<file path="src/rtl/mem_bus_arbiter.sv">
// Round-robin arbiter sharing one byte-wide memory port between NUM_CORES cores.
// It uses the cores' grant_request/grant_given handshake. The grant is
// registered and one-hot, there is one dead turnaround cycle between owners,
// and a hold limit forces a release when another core is waiting.
//
// state   | meaning
// IDLE    | no grant, arbitrate every cycle
// OWNED   | grant_given[owner] high, owner's bus muxed onto memory
// RELEASE | one dead turnaround cycle, no grant, arbitrate
module mem_bus_arbiter #(
    parameter int NUM_CORES = 4,
    parameter int ADDR_W    = 9,
    parameter int DATA_W    = 8,
    parameter int MAX_HOLD  = 16,
    parameter int OWN_W     = $clog2(NUM_CORES)
) (
    input  logic                        clk,
    input  logic                        reset,
    input  logic [NUM_CORES-1:0]        grant_request,
    output logic [NUM_CORES-1:0]        grant_given,
    input  logic [NUM_CORES-1:0]        core_rw,
    input  logic [NUM_CORES*ADDR_W-1:0] core_address,
    input  logic [NUM_CORES*DATA_W-1:0] core_data_out,
    output logic [DATA_W-1:0]           core_data_in,
    output logic                        mem_we,
    output logic [ADDR_W-1:0]           mem_addr,
    output logic [DATA_W-1:0]           mem_wdata,
    input  logic [DATA_W-1:0]           mem_rdata,
    output logic                        busy,
    output logic [OWN_W-1:0]            owner
);

    localparam int HOLD_W = (MAX_HOLD < 1) ? 1 : $clog2(MAX_HOLD + 1);
    localparam logic [HOLD_W-1:0] HOLD_SAT = HOLD_W'(MAX_HOLD);

    localparam logic [1:0] ST_IDLE    = 2'd0;
    localparam logic [1:0] ST_OWNED   = 2'd1;
    localparam logic [1:0] ST_RELEASE = 2'd2;

    logic [1:0]           state_q, state_d;
    logic [NUM_CORES-1:0] grant_q, grant_d;
    logic [OWN_W-1:0]     owner_q, owner_d;
    logic [OWN_W-1:0]     rr_ptr_q, rr_ptr_d;
    logic [HOLD_W-1:0]    hold_cnt_q, hold_cnt_d;

    logic                 arb_found;
    logic [OWN_W-1:0]     arb_winner;
    logic [NUM_CORES-1:0] own_mask;
    logic [NUM_CORES-1:0] win_mask;
    logic                 others_req;
    logic                 hold_at_limit;
    logic [OWN_W-1:0]     rr_next;
    int                   arb_idx;

    assign own_mask      = {{(NUM_CORES-1){1'b0}}, 1'b1} << owner_q;
    assign win_mask      = {{(NUM_CORES-1){1'b0}}, 1'b1} << arb_winner;
    assign others_req    = |(grant_request & ~own_mask);
    // Compare with >= so that a count already saturated at MAX_HOLD still
    // revokes the moment a competing request shows up.
    assign hold_at_limit = (MAX_HOLD != 0) && (int'(hold_cnt_q) >= MAX_HOLD - 1);
    assign rr_next       = (owner_q == OWN_W'(NUM_CORES - 1)) ? '0 : owner_q + 1'b1;

    // Round-robin search: first requester at or above rr_ptr, wrapping.
    always_comb begin
        arb_found  = 1'b0;
        arb_winner = '0;
        arb_idx    = 0;
        for (int i = 0; i < NUM_CORES; i++) begin
            arb_idx = int'(rr_ptr_q) + i;
            if (arb_idx >= NUM_CORES) begin
                arb_idx = arb_idx - NUM_CORES;
            end
            if (!arb_found && grant_request[arb_idx]) begin
                arb_found  = 1'b1;
                arb_winner = OWN_W'(arb_idx);
            end
        end
    end

    // Next-state logic for the ownership FSM, pointer and hold counter.
    always_comb begin
        state_d    = state_q;
        grant_d    = grant_q;
        owner_d    = owner_q;
        rr_ptr_d   = rr_ptr_q;
        hold_cnt_d = hold_cnt_q;
        case (state_q)
            ST_OWNED: begin
                if (!grant_request[owner_q] || (hold_at_limit && others_req)) begin
                    state_d  = ST_RELEASE;
                    grant_d  = '0;
                    rr_ptr_d = rr_next;
                end else if (hold_cnt_q != HOLD_SAT) begin
                    hold_cnt_d = hold_cnt_q + 1'b1;
                end
            end
            default: begin
                grant_d = '0;
                if (arb_found) begin
                    state_d    = ST_OWNED;
                    owner_d    = arb_winner;
                    grant_d    = win_mask;
                    hold_cnt_d = '0;
                end else begin
                    state_d = ST_IDLE;
                end
            end
        endcase
    end

    // State registers with synchronous reset; reset drops any grant at once.
    always_ff @(posedge clk) begin
        if (reset) begin
            state_q    <= ST_IDLE;
            grant_q    <= '0;
            owner_q    <= '0;
            rr_ptr_q   <= '0;
            hold_cnt_q <= '0;
        end else begin
            state_q    <= state_d;
            grant_q    <= grant_d;
            owner_q    <= owner_d;
            rr_ptr_q   <= rr_ptr_d;
            hold_cnt_q <= hold_cnt_d;
        end
    end

    // Memory-side mux, driven only from registered state so nothing leaks out
    // while idle or in the turnaround cycle.
    always_comb begin
        mem_we    = 1'b0;
        mem_addr  = '0;
        mem_wdata = '0;
        if (state_q == ST_OWNED) begin
            mem_we    = core_rw[owner_q];
            mem_addr  = core_address[owner_q*ADDR_W +: ADDR_W];
            mem_wdata = core_data_out[owner_q*DATA_W +: DATA_W];
        end
    end

    assign core_data_in = mem_rdata;
    assign grant_given  = grant_q;
    assign busy         = (state_q == ST_OWNED);
    assign owner        = owner_q;

endmodule

</file>
<file path="config.mk">
export PLATFORM = sky130hd
export DESIGN_NAME = mem_bus_arbiter
export DESIGN_NICKNAME = d
export VERILOG_FILES = /design/src/rtl/mem_bus_arbiter.sv
export SDC_FILE = /design/constraint.sdc
export NUM_CORES = 1
export LEC_CHECK = 0
export ABC_AREA = 1
export BUFFER_PORTS_ARGS = -buffer_cell sky130_fd_sc_hd__buf_2
export CORE_MARGIN = 2
export CORE_UTILIZATION = 39
export CTS_CLUSTER_DIAMETER = 30
export DETAILED_ROUTE_END_ITERATION = 16
export GPL_TIMING_DRIVEN = 0
export PLACE_DENSITY_LB_ADDON = 0.2
export SKIP_LAST_GASP = 1
export SLEW_MARGIN = 10
export SYNTH_ARGS = -nofsm -noshare
export SYNTH_HDL_FRONTEND = slang
export SYNTH_SLANG_ARGS = --single-unit
</file>
<file path="constraint.sdc">
create_clock -name clk -period 2.2 [get_ports clk]
set_clock_uncertainty 0.2 [all_clocks]
set_input_delay 0.33 -clock clk [delete_from_list [all_inputs] [get_ports clk]]
set_output_delay 0.33 -clock clk [all_outputs]
set_load 0.01 [all_outputs]
</file>
## Yosys cells after proc, flatten, opt, wreduce, memory -nomap -nowiden

Index checks and enable logic that the tools add are counted.

- Add/sub/neg operators: 9
- Multipliers: 1
- $lt $le $gt $ge: 10
- Equal/unequal tests: 6
- Shift operators: 4
- Muxes and demuxes: 42
- Bitwise operators: 3
- Reductions and logical operators: 14

Operators by type and width:

| cell | number |
|---|---|
| less-than comparator 32 x 4 -> 1 bit (second input constant) | 4 |
| two-way mux 32 bit | 4 |
| indexed part select 36 x 7 -> 9 bit | 1 |
| indexed part select 32 x 6 -> 8 bit | 1 |
| two-way mux 5 bit | 4 |
| two-way mux 1 bit | 16 |
| two-way mux 2 bit | 7 |
| binary-select mux 1 bit (select 2 bit) | 6 |
| two-way mux 4 bit | 3 |
| subtractor 3 x 3 -> 4 bit (second input constant) | 3 |
| greater-or-equal comparator 3 bit (second input constant) | 3 |
| two-way mux 9 bit | 1 |
| two-way mux 8 bit | 1 |
| << shifter 1 x 2 -> 4 bit (first input constant) | 2 |
| adder 2 x 2 -> 3 bit (second input constant) | 2 |
| multiplier 2 x 4 -> 6 bit (second input constant) | 1 |
| adder 5 x 1 -> 5 bit (second input constant) | 1 |
| greater-or-equal comparator 5 x 4 -> 1 bit (second input constant) | 1 |
| != test 5 bit (second input constant) | 1 |
| bitwise AND 4 bit | 1 |
| logical AND 1 bit | 4 |
| zero test 1 bit | 4 |
| != test 2 x 1 -> 1 bit (second input constant) | 2 |
| inverter 4 bit | 1 |
| 14 further kinds | 15 |

- Bits in registers: 15
- Word-level logic and storage cells: 94

## Depth between registers and ports, before layout

Gate-level depths: netlist of run 1.

- Word-level depth: 18
- Mapped depth: 14
- Gate-level depth less buffers: 13

## Least setup slack after synthesis of run 1

Ideal clock, no wire load.

- Kind: register to register
- From: register owner_q[1], in the netlist owner[1]
- To: register hold_cnt_q[0]
- Library setup time: 0.113 ns
- Arrival time: 2.061 ns
- Required time: 1.887 ns
- Path slack: -0.174 ns
- Stages on the path, launching flop included: 14
- Path buffers: 2
- Clock period less this slack: 2.374 ns
- Cells stage by stage: dfxtp_1 -> inv_1 -> clkbuf_1 -> clkbuf_1 -> ha_1 -> inv_1 -> nand2_1 -> o21ai_0 -> o21ai_1 -> nand2_1 -> o21ai_1 -> nand2_4 -> o21ai_1 -> nor2_1

- Word-level cells in the longest chain between the ends: 8
- Elaborated cells on any way between the ends: 11

Ends and longest elaborated chain:

| element | RTL line | RTL |
|---|---|---|
| from (decl) | 42 | `logic [OWN_W-1:0] owner_q, owner_d;` |
| from (signal assigned) | 122 | `owner_q <= owner_d;` |
| << shifter 1 x 2 -> 4 bit | 55 | `assign own_mask = {{(NUM_CORES-1){1'b0}}, 1'b1} << owner_q;` |
| inverter 4 bit | 57 | `assign others_req = \|(grant_request & ~own_mask);` |
| bitwise AND 4 bit | 57 |  |
| OR reduction 4 bit | 57 |  |
| logical AND 1 bit | 89 | `if (!grant_request[owner_q] \|\| (hold_at_limit && others_req)) begin` |
| logical OR 1 bit (*) | 89 |  |
| != test 2 bit (no line) (*) | - |  |
| AND reduction 3 bit (no line) (*) | - |  |
| to (signal assigned) | 124 | `hold_cnt_q <= hold_cnt_d;` |
| to (decl) | 44 | `logic [HOLD_W-1:0] hold_cnt_q, hold_cnt_d;` |

Mark *: on every way between the ends. The rest lies on a longest branch, timed or not. The select of a mux whose other input is x is not followed.
A chain may end at the register's enable or synchronous reset.

## Worst setup path after layout of run 1

- From: register state_q[0]
- To: output mem_addr[6]

- Word-level cells in the longest chain between the ends: 2

Ends and longest elaborated chain:

| element | RTL line | RTL |
|---|---|---|
| from (decl) | 40 | `logic [1:0] state_q, state_d;` |
| from (signal assigned) | 120 | `state_q <= state_d;` |
| == test 2 x 1 -> 1 bit | 134 | `if (state_q == ST_OWNED) begin` |
| two-way mux 9 bit | 134 |  |
| to (decl) | 26 | `output logic [ADDR_W-1:0] mem_addr,` |

No other way between the ends.

==> metrics.md, run 1 <==
| Metric | Value |
|---|---|
| Synth warn | `0` |
| Ant diodes | `0` |
| #FFs+latches synth | `15` |
| Drt wl/cell | `11.6 um` |
| Mapped Cells | `between 300 and 400` |
| Internal power | `1.38 mW` |
| CP endpoint | `mem_addr[6]` |
| Largest net degree at the start of global routing | `12` |
| Comb power frac | `0.769` |
| Number of global-route vias before repair | `~2200` |
| Crit end category | `output port` |
| Max Buffers Root-to-Sink | `2` |
| Worst r2r dst | `hold_cnt_q[4]` |
| Most common cell after layout, fill and taps aside | `buf_2` |
| Via Count | `about 2400` |
| Seq/Total Area, Yosys | `0.166` |
| Fin crit share | `0.960` |
| Clock share of power | `0.077` |
| DP HPWL | `around 4600 um` |
| CTS tree | `built` |
| CP Data Required Time | `approximately 1700 ps` |
| Initial antenna violation count | `0` |
| Area Growth Syn to Fin | `45.4%` |
| Global-route wire length before repair | `slightly above 9000 um` |
| Critical R2R Launch | `owner[0]` |
| TritonCTS Buffers | `3` |
| Port Buf Inserts | `roughly 110` |
| Multi-input gate area | `approximately 1300 sq um` |
| Period minus WS final | `approximately 2100 ps` |
| Clock Sinks | `15` |
| P_leak | `1.43 nW` |
| Slew at the pin with the worst max-slew slack | `around 250 ps` |
| Nets | `around 540` |
| Worst Hold Class | `primary input to register` |
| Clock-pin slew on the worst setup and hold paths | `approximately 60 ps` |
| Peak supply drop | `370 uV` |
| Crit Path Category | `register to output port` |
| Worst slew margin | `0.836` |
| Filler instances | `430` |
| CTS root buffer | `clkbuf_8` |
| Worst reg2reg setup slack | `about 120 ps` |
| Sequential share of power | `0.154` |
| Core Region | `between 4000 and 5000 sq um` |
| Initial core utilization | `0.410` |
| Pre-CTS setup slack | `-345 ps` |
| CP startpoint | `state_q[0]` |
| Grt total ovfl | `0` |
| Hold WS | `99.1 ps` |
| Final setup margin | `~90 ps` |
| DIE HEIGHT | `roughly 70 um` |
| Cell Area, Synth | `about 1800 sq um` |
| PD cells | `around 1100 nW/um^2` |
| Crit-path cells | `inv_1, nor2_4, clkinv_2, clkbuf_2, a21oi_1, buf_2` |
| Hold Vio Cnt, Final | `0` |
| Routed WL | `5800 um` |
| Hold buffers post-CTS | `0` |
| Critical path arrival | `between 1500 and 2000 ps` |
| Area leader, netlist | `nor2_1` |
| DR iter-0 viols | `93` |
| Syn nets | `approximately 420` |
| Drt drc | `0` |
| Full die area | `approximately 5200 sq um` |
| Reg2reg path depth | `13` |
| Top cells by area, synth | `nor2_1, dfxtp_1, o21ai_0, nand2_1, a21oi_1` |
| GPL Wtd Cong | `approximately 0.83` |
| DR vias/cell | `4.81` |
| CP max stage cell | `dfxtp_1` |
| Max-slew violations | `0` |
| Register area | `304 sq um` |
| Final Total Pwr | `around 2.9 mW` |
| Outcome | `finished clean` |
| Max FO, Critical Path | `10` |
| Final setup vio count | `0` |
| Yosys top cell area share | `0.191` |
| H-tree Lvls | `1` |
| Drt first pass iters | `4` |
| Crit path largest cell delay | `between 300 and 400 ps` |
| Synth unique cells | `28` |
| Average cell area after synthesis | `5.50 sq um` |
| Most frequent cells in the layout | `buf_2, nor2_1, nand2_1` |
| Fmax | `between 400 and 500 MHz` |
| Num rows | `24` |
| GRT Resource Usage Total | `0.214` |
| Net Sw Frac | `0.525` |
| Psw | `between 1.5 and 2 mW` |
| Hold Startpoint | `reset` |
| MaxCap Viol Count | `0` |
| Startpoint type of the worst setup path | `register` |
| Clk Latency, worst-skew pair | `approximately 250 ps` |
| Die Wd | `about 72 um` |
| Final ANT Viol Nets | `0` |
| I/O pin count | `roughly 120` |
| Layout cells sized above 1 | `0.403` |
| Final core utilization | `0.596` |
[sequential cells by signal (all words and copies together) (netlist names)]
signal / flops
grant_given: 4
hold_cnt_q: 5
state_q: 2
rr_ptr_q: 2
owner: 2
[Yosys cell counts]
cell,n
inv_1,22
nand3_2,2
nand2_2,13
nand2_1,49
nor2_2,2
nand4_1,3
nand2_4,2
buf_4,8
nand3_1,9
o21ai_2,2
a31oi_1,1
buf_2,3
clkbuf_1,11
clkinv_2,1
o21ai_1,4
clkinv_1,1
nor2_4,1
a21oi_2,2
inv_2,3
o21ai_0,44
ha_1,7
a21oi_1,28
dfxtp_1,15
nand3b_1,1
o31ai_1,1
buf_6,1
nor2_1,92
clkbuf_8,1
[metrics by stage]
stage	instances	setup TNS [ps]	cell area, sq um
after floorplan	329	0	1810
after global placement	490	-2260	2420
after detailed placement	490	-2560	2420
after CTS	494	-7.27	2520
after global routing	501	-115	2630
final	501	0	2630
[per-layer routing]
| metal | part of all wire | vias up | global-route usage | routed length (um) |
|---|---|---|---|---|
| met2 | 0.50 | 80 | 0.400 | 2920 |
| met5 | 0 | - | 0 | 0 |
| met3 | 0.069 | 2 | 0.0431 | 398 |
| li1 | - | 1288 | - | - |
| met1 | 0.42 | 1041 | 0.257 | 2470 |
| met4 | 0.0040 | 0 | 0.0273 | 23 |
[kinds of logic after synthesis]
family | synth area share
buffers and inverters | 0.135
AO/OA/AOI/OAI | 0.237
adder cells (fa/ha/maj) | 0.0484
AND/OR/NAND/NOR | 0.414
flip-flops | 0.166
[power groups by stage]
stage                     logic [mW]  clock network [mW]  registers (mW)
final                           2.24               0.225           0.448
after detailed placement        2.01                   0           0.444
after global placement          1.97                   0           0.443
after floorplan                 1.43                   0           0.453
after global routing            2.53               0.241           0.463
after CTS                       2.10               0.230           0.444
[critical path, delay by kind of cell, from the launching register on]
kind,cells,cell delay (ps)
buffers and inverters,4,630
flip-flops,1,310
AND/OR/NAND/NOR,1,190
AO/OA/AOI/OAI,1,210
[area by class of cell]
class	instances	share of cell area
Clock buffer	3	0.0157
Clock inverter	1	0.00190
Sequential cell	15	0.116
Tap cell	52	0.0247
Timing Repair Buffer	116	0.227
Multi-Input combinational cell	263	0.490
Buffer	24	0.0832
Inverter	27	0.0418
[worst min path at each step]
stage | slack (ps) | cells after the start | to
finish | 100 | 2 | hold_cnt_q[2]
floorplan | 260 | 2 | hold_cnt_q[3]
global route | 100 | 2 | hold_cnt_q[2]
global placement | 250 | 2 | grant_given[3]
detailed placement | 250 | 2 | grant_given[3]
CTS | 100 | 2 | hold_cnt_q[2]
[what timing repair did]
item | in CTS | in global routing
endpoints found under the setup margin | 30 | 29
pin swaps | 0 | 7
resized for setup | 22 | 27
buffers inserted | 0 | 7
Power figures use the tool's default switching activity.
==> run 2: changes to the inputs <==
RECOVER_POWER = 50   (was default)
==> run 2 against run 1 <==
  * Design area down 0.57%
  * Flip-flop and latch count unchanged
  * Final cell count unchanged
  * Maximum frequency about the same
  * Largest power group unchanged
  * Clock-buffer cell count unchanged
  * Combinational power about the same
  * Sequential power about the same
  * Setup slack about the same
  * Via count down 0.12%
  * Die area unchanged
==> metrics.md, run 2 (synthesis results as in run 1) <==
| Metric | Value |
|---|---|
| Outcome | `finished clean` |
| Grt total ovfl | `0` |
| Area Growth Syn to Fin | `44.6%` |
| DR iter-0 viols | `88` |
| I/O pin count | `between 100 and 150` |
| Num rows | `24` |
| DR vias/cell | `between 4 and 5` |
| Fmax | `between 400 and 500 MHz` |
| Period minus WS final | `around 2100 ps` |
| Most flops, register | `hold_cnt_q` |
| H-tree Lvls | `1` |
| Drt wl/cell | `between 10 and 15 um` |
| DP HPWL | `4650 um` |
| Worst Hold Class | `primary input to register` |
| Peak supply drop | `368 uV` |
| Largest net degree at the start of global routing | `12` |
| Register area | `304 sq um` |
| Non-filler instance count after layout | `501` |
| PD cells | `1110 nW/um^2` |
| Drt drc | `0` |
| Most common cell after layout, fill and taps aside | `buf_2` |
| CTS tree | `built` |
| Die Wd | `~72 um` |
| Slew at the pin with the worst max-slew slack | `about 250 ps` |
| Crit-path cells | `inv_1, nor2_4, clkinv_2, clkbuf_2, a21oi_1, buf_2` |
| Final setup vio count | `0` |
| Buf+Inv Stages, Crit Path | `4` |
| Ant diodes | `0` |
| Final ANT Viol Nets | `0` |
| Crit path largest cell delay | `approximately 310 ps` |
| Max FO, Critical Path | `10` |
| Crit end category | `output port` |
| Pre-CTS setup slack | `-345 ps` |
| Max reg flops | `5` |
| Clock Sinks | `15` |
| Via Count | `around 2400` |
| CP Data Required Time | `~1700 ps` |
| Filler instances | `434` |
| Most frequent cells in the layout | `buf_2, nor2_1, nand2_1` |
| DP Cell Count | `490` |
| GPL Wtd Cong | `approximately 0.83` |
| Max-slew violations | `0` |
| Initial core utilization | `0.410` |
| Max Buffers Root-to-Sink | `2` |
| Clk Latency, worst-skew pair | `roughly 250 ps` |
| Drt first pass iters | `4` |
| Nets | `roughly 540` |
| Worst slew margin | `0.836` |
| TritonCTS Buffers | `3` |
| CTS root buffer | `clkbuf_8` |
| CP max stage cell | `dfxtp_1` |
| DIE HEIGHT | `between 70 and 80 um` |
| Global-route wire length before repair | `~9300 um` |
| Port Buf Inserts | `roughly 110` |
| Full die area | `just over 5000 sq um` |
| Fin crit share | `0.960` |
| Initial antenna violation count | `0` |
| Startpoint type of the worst setup path | `register` |
| Critical path arrival | `1580 ps` |
| CP top delay family | `buffers and inverters` |
| Core Region | `roughly 4400 sq um` |
| Layout cells sized above 1 | `0.376` |
| Hold Vio Cnt, Final | `0` |
| GRT Resource Usage Total | `0.214` |
| Crit Path Category | `register to output port` |
| Final setup margin | `87.9 ps` |
| Multi-input gate area | `between 1000 and 1500 sq um` |
| Clock-pin slew on the worst setup and hold paths | `roughly 60 ps` |
| Routed WL | `~5800 um` |
| MaxCap Viol Count | `0` |
| Number of global-route vias before repair | `~2200` |
| P_leak | `roughly 1.4 nW` |
==> run 2: final timing paths <==
path / startpoint / end / slack (ps) / cells past startpoint
worst max-delay path: state_q[0] / mem_addr[6] / 90 / 6
worst max register to register: owner[0] / hold_cnt_q[4] / 120 / 13
worst min register to register: grant_given[1] / grant_given[1] / 260 / 2
worst min-delay path: reset / hold_cnt_q[2] / 100 / 2
==> run 2: per-stage QoR <==
step                TNS [ps]  hold WS, ps  power (mW)  area, sq um   util
floorplan                  0          259        1.89         1810      -
global placement       -2260          251        2.41         2420  0.549
detailed placement     -2560          254        2.46         2420  0.549
CTS                    -7.27         98.7        2.77         2520  0.572
global route            -115          103        3.23         2620  0.593
finish                     0         99.1        2.91         2620  0.593
==> run 2: layer usage <==
metal | share of wire | wire (um) | GRT usage
met4 | 0.0040 | 23 | 0.0273
met1 | 0.43 | 2490 | 0.257
met5 | 0 | 0 | 0
met3 | 0.068 | 397 | 0.0431
met2 | 0.50 | 2910 | 0.400
==> run 2: cell type report <==
type                    instances  area share
clock buffers                   3      0.0158
flip-flops and latches         15       0.116
multi-input cells             263       0.493
plain buffers                  24      0.0837
inverters                      27      0.0421
clock inverters                 1     0.00191
well taps                      52      0.0249
repair buffers                116       0.223
==> run 2: what timing repair did <==
item / in CTS / in global routing
resized for setup: 22 / 27
cloned: 0 / 0
setup buffers: 0 / 7
endpoints found under the setup margin: 30 / 29
hold buffers: 0 / 0
pin swaps: 0 / 7
==> run 2: where the power goes <==
group | switching (mW) | leakage, nW | total (mW) | internal (mW)
clock | 0.0995 | 0.0255 | 0.225 | 0.125
sequential | 0.0763 | 0.124 | 0.449 | 0.373
combinational | 1.36 | 1.24 | 2.23 | 0.876
